File: config.mk
export PLATFORM = sky130hd
export DESIGN_NAME = dice_roll_ctrl
export DESIGN_NICKNAME = d
export VERILOG_FILES = /design/src/rtl/dice_roll_ctrl.sv
export SDC_FILE = /design/constraint.sdc
export NUM_CORES = 1
export LEC_CHECK = 0
export ABC_AREA = 1
export CORE_MARGIN = 2
export CORE_UTILIZATION = 58
export CTS_CLUSTER_SIZE = 24
export DETAILED_ROUTE_END_ITERATION = 12
export GPL_TIMING_DRIVEN = 0
export HOLD_SLACK_MARGIN = 0.1
export PLACE_DENSITY_LB_ADDON = 0.12
export SLEW_MARGIN = 20
export SYNTH_ARGS = -nofsm -noshare
export SYNTH_HDL_FRONTEND = slang
export SYNTH_SLANG_ARGS = --single-unit
File: constraint.sdc
create_clock -name clk -period 1.7 [get_ports clk]
set_input_delay 0.34 -clock clk [delete_from_list [all_inputs] [get_ports clk]]
set_output_delay 0.34 -clock clk [all_outputs]
set_load 0.02 [all_outputs]
File: src/rtl/dice_roll_ctrl.sv
// ---------------------------------------------------------------------------
// dice_roll_ctrl
//
// Purpose:
//   Electronic dice controller. A raw push button is synchronized and
//   debounced. A press arms the roll, and releasing the button starts it.
//   An optional animation shows a series of random faces with frames that
//   get longer each time. The final face comes from rejection sampling of a
//   free-running 11-bit LFSR, so every face is equally likely.
//
// Configuration:
//   `DICE_ROLL_ANIM_EN  defined   -> ANIM state shows ANIM_STEPS frames,
//                                    then the final face is sampled.
//                       undefined -> a release goes straight to sampling;
//                                    dice_value keeps its old value until
//                                    the final face is accepted.
//
// Parameters:
//   DEBOUNCE_CYCLES  number of consecutive stable cycles needed to accept a
//                    change of the button level
//   ANIM_STEPS       number of animation frames
//   ANIM_BASE        base frame length; frame k lasts ANIM_BASE*(k+1) cycles
//
// Ports:
//   clk           single clock, rising edge
//   rst           synchronous, active-high reset
//   trigger       raw asynchronous button, high = pressed
//   twty_mode     0 = d6, 1 = d20 (latched when a press is accepted)
//   dice_value    face being shown (animation frame or final roll)
//   result_valid  high while dice_value holds a final roll
//   busy          high from an accepted press until the result is final
// ---------------------------------------------------------------------------
module dice_roll_ctrl #(
    parameter int DEBOUNCE_CYCLES = 16,
    parameter int ANIM_STEPS      = 8,
    parameter int ANIM_BASE       = 4
) (
    input  logic       clk,
    input  logic       rst,
    input  logic       trigger,
    input  logic       twty_mode,
    output logic [4:0] dice_value,
    output logic       result_valid,
    output logic       busy
);

    localparam int DB_W = (DEBOUNCE_CYCLES > 1) ? $clog2(DEBOUNCE_CYCLES) : 1;
    localparam logic [DB_W-1:0] DB_LAST = DB_W'(DEBOUNCE_CYCLES - 1);

    typedef enum logic [2:0] {
        IDLE,
        ARMED,
        ANIM,
        SAMPLE,
        SHOW
    } state_t;

    state_t          r_state;
    logic            r_sync1;
    logic            r_sync2;
    logic            r_db_level;
    logic            r_db_prev;
    logic [DB_W-1:0] r_db_cnt;
    logic [10:0]     r_lfsr;
    logic            r_mode;
    logic [4:0]      r_dice_value;
    logic            r_result_valid;
    logic            r_busy;

    logic            w_rise;
    logic            w_fall;
    logic [2:0]      w_raw6;
    logic [4:0]      w_raw20;
    logic            w_accept;
    logic [4:0]      w_sample_face;

`ifdef DICE_ROLL_ANIM_EN
    logic [15:0]     r_frame;
    logic [15:0]     r_frame_cnt;
    logic [15:0]     w_frame_len;
    logic [2:0]      w_mod6;
    logic [4:0]      w_mod20;
    logic [4:0]      w_anim_face;
`endif

    // Two-flop synchronizer followed by a debouncer. The level only changes
    // once the synchronized input has disagreed with it for DEBOUNCE_CYCLES
    // cycles in a row; any cycle of agreement restarts the count.
    always_ff @(posedge clk) begin
        if (rst) begin
            r_sync1    <= 1'b0;
            r_sync2    <= 1'b0;
            r_db_level <= 1'b0;
            r_db_prev  <= 1'b0;
            r_db_cnt   <= '0;
        end else begin
            r_sync1   <= trigger;
            r_sync2   <= r_sync1;
            r_db_prev <= r_db_level;
            if (r_sync2 != r_db_level) begin
                if (r_db_cnt == DB_LAST) begin
                    r_db_level <= r_sync2;
                    r_db_cnt   <= '0;
                end else begin
                    r_db_cnt <= r_db_cnt + 1'b1;
                end
            end else begin
                r_db_cnt <= '0;
            end
        end
    end

    // One-cycle edge pulses of the debounced level.
    assign w_rise = r_db_level & ~r_db_prev;
    assign w_fall = ~r_db_level & r_db_prev;

    // The LFSR runs every cycle no matter what state the FSM is in, so the
    // time the user holds the button changes the result. Feedback taps 10/8
    // shifting into bit 0. It starts at a nonzero seed, so it never reaches
    // all-zero.
    always_ff @(posedge clk) begin
        if (rst) begin
            r_lfsr <= 11'd18;
        end else begin
            r_lfsr <= {r_lfsr[9:0], r_lfsr[10] ^ r_lfsr[8]};
        end
    end

    assign w_raw6  = r_lfsr[2:0];
    assign w_raw20 = r_lfsr[4:0];

    // The final roll rejects out-of-range raw values instead of reducing
    // them, so no face is favoured.
    assign w_accept      = r_mode ? (w_raw20 < 5'd20) : (w_raw6 < 3'd6);
    assign w_sample_face = r_mode ? (w_raw20 + 5'd1) : ({2'b00, w_raw6} + 5'd1);

`ifdef DICE_ROLL_ANIM_EN
    // Animation faces only need to look random, so a cheap
    // conditional-subtract modulo is used here.
    assign w_mod6      = (w_raw6 >= 3'd6) ? (w_raw6 - 3'd6) : w_raw6;
    assign w_mod20     = (w_raw20 >= 5'd20) ? (w_raw20 - 5'd20) : w_raw20;
    assign w_anim_face = r_mode ? (w_mod20 + 5'd1) : ({2'b00, w_mod6} + 5'd1);
    assign w_frame_len = 16'(ANIM_BASE * (int'(r_frame) + 1));
`endif

    // Roll sequencer. A press arms the roll, and the release starts it.
    // Edges seen during ANIM/SAMPLE are ignored. A button still held when
    // SHOW is entered produces no edge, so it cannot start another roll.
    always_ff @(posedge clk) begin
        if (rst) begin
            r_state        <= IDLE;
            r_mode         <= 1'b0;
            r_dice_value   <= 5'd0;
            r_result_valid <= 1'b0;
            r_busy         <= 1'b0;
`ifdef DICE_ROLL_ANIM_EN
            r_frame        <= '0;
            r_frame_cnt    <= '0;
`endif
        end else begin
            case (r_state)
                IDLE, SHOW: begin
                    if (w_rise) begin
                        r_state        <= ARMED;
                        r_mode         <= twty_mode;
                        r_result_valid <= 1'b0;
                        r_busy         <= 1'b1;
                    end
                end
                ARMED: begin
                    if (w_fall) begin
`ifdef DICE_ROLL_ANIM_EN
                        r_state      <= ANIM;
                        r_frame      <= '0;
                        r_frame_cnt  <= '0;
                        r_dice_value <= w_anim_face;
`else
                        r_state <= SAMPLE;
`endif
                    end
                end
                ANIM: begin
`ifdef DICE_ROLL_ANIM_EN
                    if (r_frame_cnt == w_frame_len - 16'd1) begin
                        if (r_frame == 16'(ANIM_STEPS - 1)) begin
                            r_state <= SAMPLE;
                        end else begin
                            r_frame      <= r_frame + 16'd1;
                            r_frame_cnt  <= '0;
                            r_dice_value <= w_anim_face;
                        end
                    end else begin
                        r_frame_cnt <= r_frame_cnt + 16'd1;
                    end
`else
                    // Cannot be reached without the animation.
                    r_state <= IDLE;
                    r_busy  <= 1'b0;
`endif
                end
                SAMPLE: begin
                    if (w_accept) begin
                        r_state        <= SHOW;
                        r_dice_value   <= w_sample_face;
                        r_result_valid <= 1'b1;
                        r_busy         <= 1'b0;
                    end
                end
                default: begin
                    r_state <= IDLE;
                    r_busy  <= 1'b0;
                end
            endcase
        end
    end

    assign dice_value   = r_dice_value;
    assign result_valid = r_result_valid;
    assign busy         = r_busy;

endmodule

==> run_results.csv, run 1 <==
group,metric,value,unit
placement,dp_hpwl,1240,um
placement,io_buffers,10,
placement,gp_congestion,0.825,
global_routing,grt_pass1_wl,2910,um
hold_path,hp-class,"flip-flop to flip-flop",
routing,ant_nets,0,
finish,instances_no_fill,182,
power_and_ir_drop,ir_drop,0.752,mV
global_routing,grt_max_degree,11,
routing,drt-initial-drc-count,6,
placement,placed_cells,174,
finish,n_antenna_cell,0,
synth,synth_area,1130,um2
power_and_ir_drop,power.leakage,0.579,nW
critical_path,end_kind,"output port",
floorplanning,row_count,15,
routing,via_per_inst,4.70,
floorplanning,core-area,1780,um2
sta,setup_viol,0,
clock_tree,cts_tree,"done",
floorplanning,dieHeight,48.2,um
synth,synth_most_common_cell,"dfxtp_1",
routing,dr.pass1.iters,4,
sta,max_freq,0.621,GHz
finish,fillers,145,
run,maxCapViolations,0,
global_routing,use_met1,21.9,%
finish,drive_above_1_share,12.1,%
critical_path,cp_cell_sequence,"clkdlybuf4s50_1",
routing,wire_per_inst,9.20,um
finish,nets,162,
critical_path,reg2reg_slack,0.57,ns
sta,worstMarginPinSlew,0.386,ns
sta,final.setup.tns,0,ns
critical_path,cp.arrival,1.27,ns
global_routing,use_met3,6.67,%
global_routing,grt_pass1_vias,725,
global_routing,grt_use_total,19.0,%
clock_tree,path_clk_slew,0.09,ns
sta,slew_viol_final,0,
synth,ys.flop_type,"dfxtp_1",
floorplanning,design.die.area,2330,um2
critical_path,worstSetupPathType,"flip-flop to output port",
sta,hold_viol_final,0,
synth,synth_top_area_share,52.9,%
sta,max_slew_margin,74.3,%
critical_path,crit_fanout,2,
global_routing,antenna_found_initial,0,
synth,async_flop_share,0,%
routing,wl,1680,um
routing,drc,0,
sta,finalClockSkew,0.00839,ns
synth,yosysWarnings,0,
sta,fin_crit,1.61,ns
critical_path,slowest_delay,0.60,ns
sta,period_share,94.7,%
synth,synth_cell_types,23,
global_routing,grt_remaining_overflow,0,
critical_path,timing.rr.start,"r_state[0]",
synth,synth_area_per_cell,8.16,um2
clock_tree,cts_sinks,30,
clock_tree,cts.path.max_buffers,2,
critical_path,crit_required,1.36,ns
clock_tree,ctsHoldBuffers,0,
outcome,status,"completed",
critical_path,crit_start,"dice_value[2]",
critical_path,cp_slowest_cell,"clkdlybuf4s50_1",
synth,ys_seq_elements,30,
synth,synth-edff-count,0,
floorplanning,pin_count,11,
clock_tree,cts-htree-levels,2,
synth,synthCells,139,
global_routing,top_usage_layer,"met2",
critical_path,worst-path-buf-inv,1,
routing,via_count,856,
synth,yosysSeqAreaShare,52.9,%
floorplanning,die_w,48.2,um
hold_path,min_from,"r_lfsr[9]",
power_and_ir_drop,pwr_density_cell,900,nW/um2
finish,area_delta_synth_final,17.4,%
synth,yosys-top-cells-count,"dfxtp_1 (30), inv_1 (26), nor2_1 (21)",
synth,synth_nets,145,
global_routing,grtUsageMet2,29.5,%
critical_path,startpoint_type,"flip-flop",
sta,rsz0062_at_grt,"no",
clock_tree,clk_latency,0.33,ns
clock_tree,cts_root_buf,"clkbuf_4",
critical_path,critPathTopFamily,"buffers and inverters",
floorplanning,initial_utilization,63.6,%
synth,synth_top_cells_by_area,"dfxtp_1 (53%), inv_1 (8.6%), nor2_1 (6.9%), nand2_1 (5.3%), a21oi_1 (4.9%)",
clock_tree,cts_buffers,5,
synth,synth_top_cell_by_area,"dfxtp_1",
[layout by cell type (no fill, tap or decap), types with 5 or more instances in the layout]
cell type	Yosys	routed
o21ai_0	6	6
nand3_1	7	7
clkbuf_4	0	5
clkdlybuf4s50_1	0	9
dfxtp_1	30	30
nand2_1	16	16
a21oi_1	11	11
nor2_1	21	21
inv_1	26	26
[per-stage QoR]
stage               total power, mW  area (um2)  setup slack (ns)  hold WS [ns]  utilization, %
global route                   1.25        1330            0.0327         0.423            74.7
floorplan                     0.764        1130             0.676         0.388               -
detailed placement            0.780        1270            0.0930         0.396            71.0
finish                         1.20        1330            0.0908         0.406            74.7
global placement              0.778        1270            0.0994         0.391            71.0
CTS                            1.22        1330            0.0353         0.410            74.6
[final cells by class]
class                   count  area (um2)  share of cell area [%]
multi-input cells          78         409                    30.7
clock inverters             2        12.5                   0.939
clock buffers               6        51.3                    3.85
inverters                  28         105                    7.89
well taps                  25        31.3                    2.35
plain buffers               3        20.0                    1.50
repair buffers             10         103                    7.70
flip-flops and latches     30         601                    45.1
[layer usage]
metal  vias to the layer above  wire length (um)
met5                         -                 0
met4                         0                51
met3                         7                75
met2                        15               776
met1                       373               772
li1                        461                 -
[final timing paths]
kind	cells past startpoint	endpoint
max	1	dice_value[2]
min reg2reg	2	r_lfsr[10]
max reg2reg	6	dice_value[3]
min	2	r_lfsr[10]
[power by group]
part	leakage, nW	total (mW)	internal, mW	switching, mW
Combinational	0.301	0.0393	0.0169	0.0224
Clock	0.0343	0.437	0.198	0.239
Sequential	0.244	0.724	0.715	0.00824
Total	0.579	1.20	0.931	0.269
[cell families (layout without fill, tap and decap cells)]
kind of cell             Yosys count  in the layout  share of synthesized area, %
buffers and inverters             31             49                          11.0
adder cells (fa/ha/maj)            2              2                          2.20
flip-flops                        30             30                          52.9
AO/OA/AOI/OAI                     21             21                          10.0
XOR/XNOR                           4              4                          3.09
AND/OR/NAND/NOR                   51             51                          20.7
[flip-flops by register name, indices dropped and copies added, names as in the netlist]
register,count
r_mode,1
r_state,3
r_db_cnt,4
r_db_level,1
result_valid,1
dice_value,5
r_sync2,1
r_sync1,1
r_lfsr,11
busy,1
r_db_prev,1
[repair_timing]
| item | in CTS | in global routing |
|---|---|---|
| setup endpoints to repair | 0 | 1 |
| gates resized for setup | 0 | 1 |
| buffers inserted | 0 | 0 |
Power figures use the tool's default switching activity.
==> run 2: changes to the inputs <==
--- a/config.mk
+++ b/config.mk
@@ -7,7 +7,7 @@
 export LEC_CHECK = 0
 export ABC_AREA = 1
 export CORE_MARGIN = 2
-export CORE_UTILIZATION = 58
+export CORE_UTILIZATION = 34
 export CTS_CLUSTER_SIZE = 24
 export DETAILED_ROUTE_END_ITERATION = 12
 export GPL_TIMING_DRIVEN = 0
==> run 2 against run 1 <==
  * First-iteration DRC count rose to 2.8 times the previous value
  * Hold slack gained 0.00089 ns
  * Sequential share of layout area down 0.29 points
  * Combinational power about the same
  * Routed wire length up 5.7%
  * Final cell count grew 9.3%
  * Global-route usage fell by 7.1 points
  * Maximum frequency is 0.44% lower
  * Die area increased by 64%
  * Cell area rose by 0.66%
  * Clock-buffer cell count stayed put
==> run_results.csv, run 2 (synthesis gave the netlist of run 1 again) <==
group,metric,value,unit
clock_tree,cts_buffers,5,
critical_path,startpoint_type,"flip-flop",
clock_tree,ctsHoldBuffers,0,
routing,drc,0,
finish,final_common_cell,"dfxtp_1",
power_and_ir_drop,power_frac_comb,3.4,%
clock_tree,clk_latency,0.32,ns
floorplanning,initial_utilization,36.6,%
hold_path,hp-class,"flip-flop to flip-flop",
finish,regMostFlops,"r_lfsr",
clock_tree,cts-htree-levels,2,
finish,nets,162,
critical_path,timing.rr.start,"r_state[2]",
placement,gp_congestion,0.770,
sta,slew_viol_final,0,
routing,via_count,834,
routing,via_per_inst,4.19,
sta,fin_crit,1.62,ns
critical_path,cp.arrival,1.28,ns
outcome,status,"completed",
sta,period_share,95.1,%
clock_tree,cts_tree,"done",
sta,worstMarginPinSlew,0.397,ns
hold_path,min_from,"r_sync1",
placement,post-place-ws,0.0497,ns
power_and_ir_drop,sw_frac_of_total,21.1,%
routing,wl,1770,um
floorplanning,design.die.area,3820,um2
routing,ant_nets,0,
critical_path,cp_cell_sequence,"clkdlybuf4s50_1",
finish,largest_register_ffs,11,
critical_path,cp_slowest_cell,"clkdlybuf4s50_1",
clock_tree,cts_sinks,30,
finish,final_area,1340,um2
sta,max_freq,0.619,GHz
placement,placed_cells,193,
sta,final.setup.tns,0,ns
critical_path,worstSetupPathType,"flip-flop to output port",
global_routing,grt_remaining_overflow,0,
critical_path,slowest_delay,0.61,ns
sta,setup_viol,0,
routing,dr.pass1.iters,4,
finish,final_cell_mix,"dfxtp_1 (30), inv_1 (26), nor2_1 (21), nand2_1 (16), a21oi_1 (11)",
global_routing,grt_use_total,12.0,%
power_and_ir_drop,pwr-share-clk,34.5,%
finish,n_antenna_cell,0,
power_and_ir_drop,p_seq_share,62.1,%
sta,finalClockSkew,0.00750,ns
critical_path,crit_fanout,2,
critical_path,end_kind,"output port",
placement,dpl-instance-area,1290,um2
finish,area_delta_synth_final,18.2,%
global_routing,antenna_found_initial,0,
clock_tree,path_clk_slew,0.08,ns
finish,utilization,43.2,%
critical_path,worst-path-buf-inv,1,
clock_tree,cts_setup_buffers,0,
sta,hold_viol_final,0,
clock_tree,cts.path.max_buffers,2,
floorplanning,row_count,20,
global_routing,grt_pass1_wl,3130,um
run,maxCapViolations,0,
sta,rsz0062_at_grt,"no",
clock_tree,cts_root_buf,"clkbuf_4",
critical_path,critPathTopFamily,"buffers and inverters",
power_and_ir_drop,power.leakage,0.556,nW
routing,drt-initial-drc-count,17,
floorplanning,die_w,61.8,um
global_routing,grt_max_degree,11,
finish,instances_no_fill,199,
power_and_ir_drop,ir_drop,0.508,mV
clock_tree,cts_resized,0,
sta,max_slew_margin,73.6,%
critical_path,crit_start,"result_valid",
critical_path,crit_required,1.36,ns
placement,io_buffers,10,
floorplanning,core-area,3100,um2
power_and_ir_drop,pwr_density_cell,868,nW/um2
floorplanning,pin_count,11,
global_routing,grt_pass1_vias,754,
sta,setup_slack,0.0838,ns
routing,wire_per_inst,8.90,um
power_and_ir_drop,p_int,0.918,mW
placement,dp_hpwl,1260,um
finish,drive_above_1_share,11.0,%
power_and_ir_drop,switchingPower,0.246,mW
floorplanning,dieHeight,61.8,um
## run 2: changes by cell type in the layout (fill, tap and decap cells not counted), sizes merged
cell / change
clkinv: -1
clkinvlp: -1
dlymetal6s2s: -1
clkdlybuf4s50: +1
## run 2: cell type report
type,count,area (um2)
fill,357,1760
sequential,30,601
multi-input combinational,78,409
inverter,28,105
timing repair buffer,10,100
tap,44,55.1
clock buffer,6,51.3
buffer,3,20.0
## run 2: power groups by stage
| stage | clock (mW) | combinational [mW] | sequential, mW |
|---|---|---|---|
| after global placement | 0 | 0.0400 | 0.740 |
| after global routing | 0.456 | 0.0466 | 0.726 |
| after CTS | 0.432 | 0.0406 | 0.724 |
| after detailed placement | 0 | 0.0402 | 0.740 |
| after floorplan | 0 | 0.0260 | 0.738 |
| final | 0.401 | 0.0395 | 0.723 |
## run 2: tightest hold or removal path, cell delays in order, from the launching register on
cell and delay (ns):
dfxtp_1 0.30, inv_1 0.04, nor2_1 0.03
## run 2: worst paths after layout
path,cells after the start,endpoint,slack [ns]
worst min register to register,2,r_sync2,0.41
worst max-delay path,1,result_valid,0.08
worst min-delay path,2,r_sync2,0.41
worst max register to register,5,dice_value[3],0.58
## run 2: routing by layer
metal,share of wire (%),GRT usage [%],up-vias
li1,-,-,455
met1,49,13.4,362
met2,41,17.4,13
met3,5.8,5.80,4
met4,3.4,9.12,0
met5,0,0,-
## run 2: per-stage QoR
step,hold slack (ns),total power [mW]
after floorplan,0.388,0.764
after global placement,0.392,0.780
after CTS,0.411,1.20
after global routing,0.419,1.23
final,0.406,1.16
after detailed placement,0.395,0.780
==> run 3: changes to the inputs <==
--- a/config.mk
+++ b/config.mk
@@ -13,7 +13,9 @@
 export GPL_TIMING_DRIVEN = 0
 export HOLD_SLACK_MARGIN = 0.1
 export PLACE_DENSITY_LB_ADDON = 0.12
+export SETUP_SLACK_MARGIN = 0.4
 export SLEW_MARGIN = 20
 export SYNTH_ARGS = -nofsm -noshare
 export SYNTH_HDL_FRONTEND = slang
 export SYNTH_SLANG_ARGS = --single-unit
+export TNS_END_PERCENT = 20
==> run 3 against run 2 <==
  * Critical path type unchanged
  * Clock power about the same
  * Routed wire length is 0.11% lower
  * Non-clock buffer count is the same
  * Core utilization up 0.12 points
  * Combinational power about the same
  * Critical path depth did not move
  * Die area stayed put
  * Sequential cell count unchanged
  * First-iteration DRC count unchanged
  * Largest cell class unchanged
  * Final cell count did not move
  * Sequential power about the same
==> run_results.csv, run 3 (synthesis gave the netlist of run 1 again) <==
group,metric,value,unit
sta,slew_viol_final,0,
finish,instances_no_fill,199,
critical_path,worstSetupPathType,"flip-flop to output port",
outcome,status,"completed",
clock_tree,cts_sinks,30,
finish,area_delta_synth_final,18.5,%
sta,fin_crit,1.29,ns
finish,drive_above_1_share,12.9,%
floorplanning,design.die.area,3820,um2
critical_path,worst-path-buf-inv,1,
sta,worstMarginPinSlew,0.333,ns
critical_path,startpoint_type,"flip-flop",
floorplanning,initial_utilization,36.6,%
sta,max_slew_margin,77.7,%
critical_path,critPathTopFamily,"flip-flops",
sta,hold_viol_final,0,
finish,regMostFlops,"r_lfsr",
floorplanning,row_count,20,
floorplanning,core-area,3100,um2
critical_path,crit_required,1.36,ns
routing,ant_nets,0,
floorplanning,die_w,61.8,um
clock_tree,cts-htree-levels,2,
finish,n_antenna_cell,0,
global_routing,grt_max_degree,11,
clock_tree,path_clk_slew,0.09,ns
placement,placed_cells,193,
sta,setup_slack,0.406,ns
routing,drt-initial-drc-count,17,
hold_path,hp-class,"flip-flop to flip-flop",
critical_path,cp.arrival,0.95,ns
floorplanning,pin_count,11,
placement,dpl-instance-area,1290,um2
power_and_ir_drop,pwr_density_cell,866,nW/um2
routing,via_per_inst,4.18,
routing,wire_per_inst,8.89,um
finish,nets,162,
placement,post-place-ws,0.0497,ns
critical_path,cp_cell_sequence,"clkdlybuf4s15_1",
finish,largest_register_ffs,11,
power_and_ir_drop,power.leakage,0.566,nW
clock_tree,cts_buffers,5,
finish,final_common_cell,"dfxtp_1",
global_routing,grt_use_total,12.0,%
sta,finalClockSkew,0.00711,ns
sta,max_freq,0.773,GHz
placement,io_buffers,10,
sta,setup_viol,0,
sta,rsz0062_at_grt,"yes",
finish,final_cell_mix,"dfxtp_1 (30), inv_1 (26), nor2_1 (21), nand2_1 (16), a21oi_1 (11)",
placement,dp_hpwl,1260,um
placement,gp_congestion,0.770,
critical_path,slowest_delay,0.34,ns
routing,drc,0,
sta,final.setup.tns,0,ns
routing,via_count,831,
global_routing,grt_pass1_wl,3130,um
critical_path,crit_fanout,2,
global_routing,grt_pass1_vias,754,
routing,wl,1770,um
critical_path,end_kind,"output port",
clock_tree,cts_tree,"done",
clock_tree,cts.path.max_buffers,2,
power_and_ir_drop,ir_drop,0.508,mV
floorplanning,dieHeight,61.8,um
clock_tree,clk_latency,0.32,ns
finish,final_area,1350,um2
routing,dr.pass1.iters,4,
sta,period_share,76.1,%
critical_path,cp_slowest_cell,"dfxtp_1",
clock_tree,cts_root_buf,"clkbuf_4",
run,maxCapViolations,0,
global_routing,grt_remaining_overflow,0,
global_routing,antenna_found_initial,0,
## run 3: cell types whose count changed in the layout (fill, tap and decap cells not counted), sizes merged
cell	delta
clkdlybuf4s15	+7
clkdlybuf4s50	-7
buf	-1
clkbuf	+1
## run 3: final timing paths
check / end / startpoint / slack (ns) / cells past startpoint
hold / removal: r_sync2 / r_sync1 / 0.41 / 2
setup / recovery: dice_value[4] / dice_value[4] / 0.41 / 1
setup reg to reg: dice_value[3] / r_state[2] / 0.58 / 5
hold reg to reg: r_sync2 / r_sync1 / 0.41 / 2
## run 3: what timing repair did
item,in CTS,in global routing
buffers inserted,0,0
endpoints found under the setup margin,7,17
gates resized for setup,16,1
hold buffers,0,0
## run 3: cell type report
class,count,area (um2)
multi-input cells,78,409
clock buffers,6,51.3
fillers,354,1760
inverters,28,105
well taps,44,55.1
flip-flops and latches,30,601
plain buffers,3,21.3
repair buffers,10,103
## run 3: where the power goes
part,leakage [nW],switching [mW],total (mW),internal (mW)
clock,0.0302,0.215,0.401,0.186
sequential,0.244,0.00820,0.723,0.715
combinational,0.292,0.0226,0.0398,0.0172
total,0.566,0.246,1.16,0.918
## run 3: per-stage QoR
| stage | hold WS, ns | util [%] | power [mW] |
|---|---|---|---|
| after floorplan | 0.388 | - | 0.764 |
| after global placement | 0.392 | 41.6 | 0.780 |
| after detailed placement | 0.395 | 41.6 | 0.780 |
| after CTS | 0.411 | 43.3 | 1.20 |
| after global routing | 0.419 | 43.3 | 1.23 |
| final | 0.406 | 43.3 | 1.16 |
## run 3: routing by layer
| metal | global-route usage [%] | routed length, um | share of wire (%) | vias to the layer above |
|---|---|---|---|---|
| met5 | 0 | 0 | 0 | - |
| met4 | 9.12 | 61 | 3.4 | 0 |
| met3 | 5.80 | 103 | 5.8 | 4 |
| met2 | 17.4 | 734 | 41 | 13 |
| met1 | 13.4 | 870 | 49 | 359 |
| li1 | - | - | - | 455 |
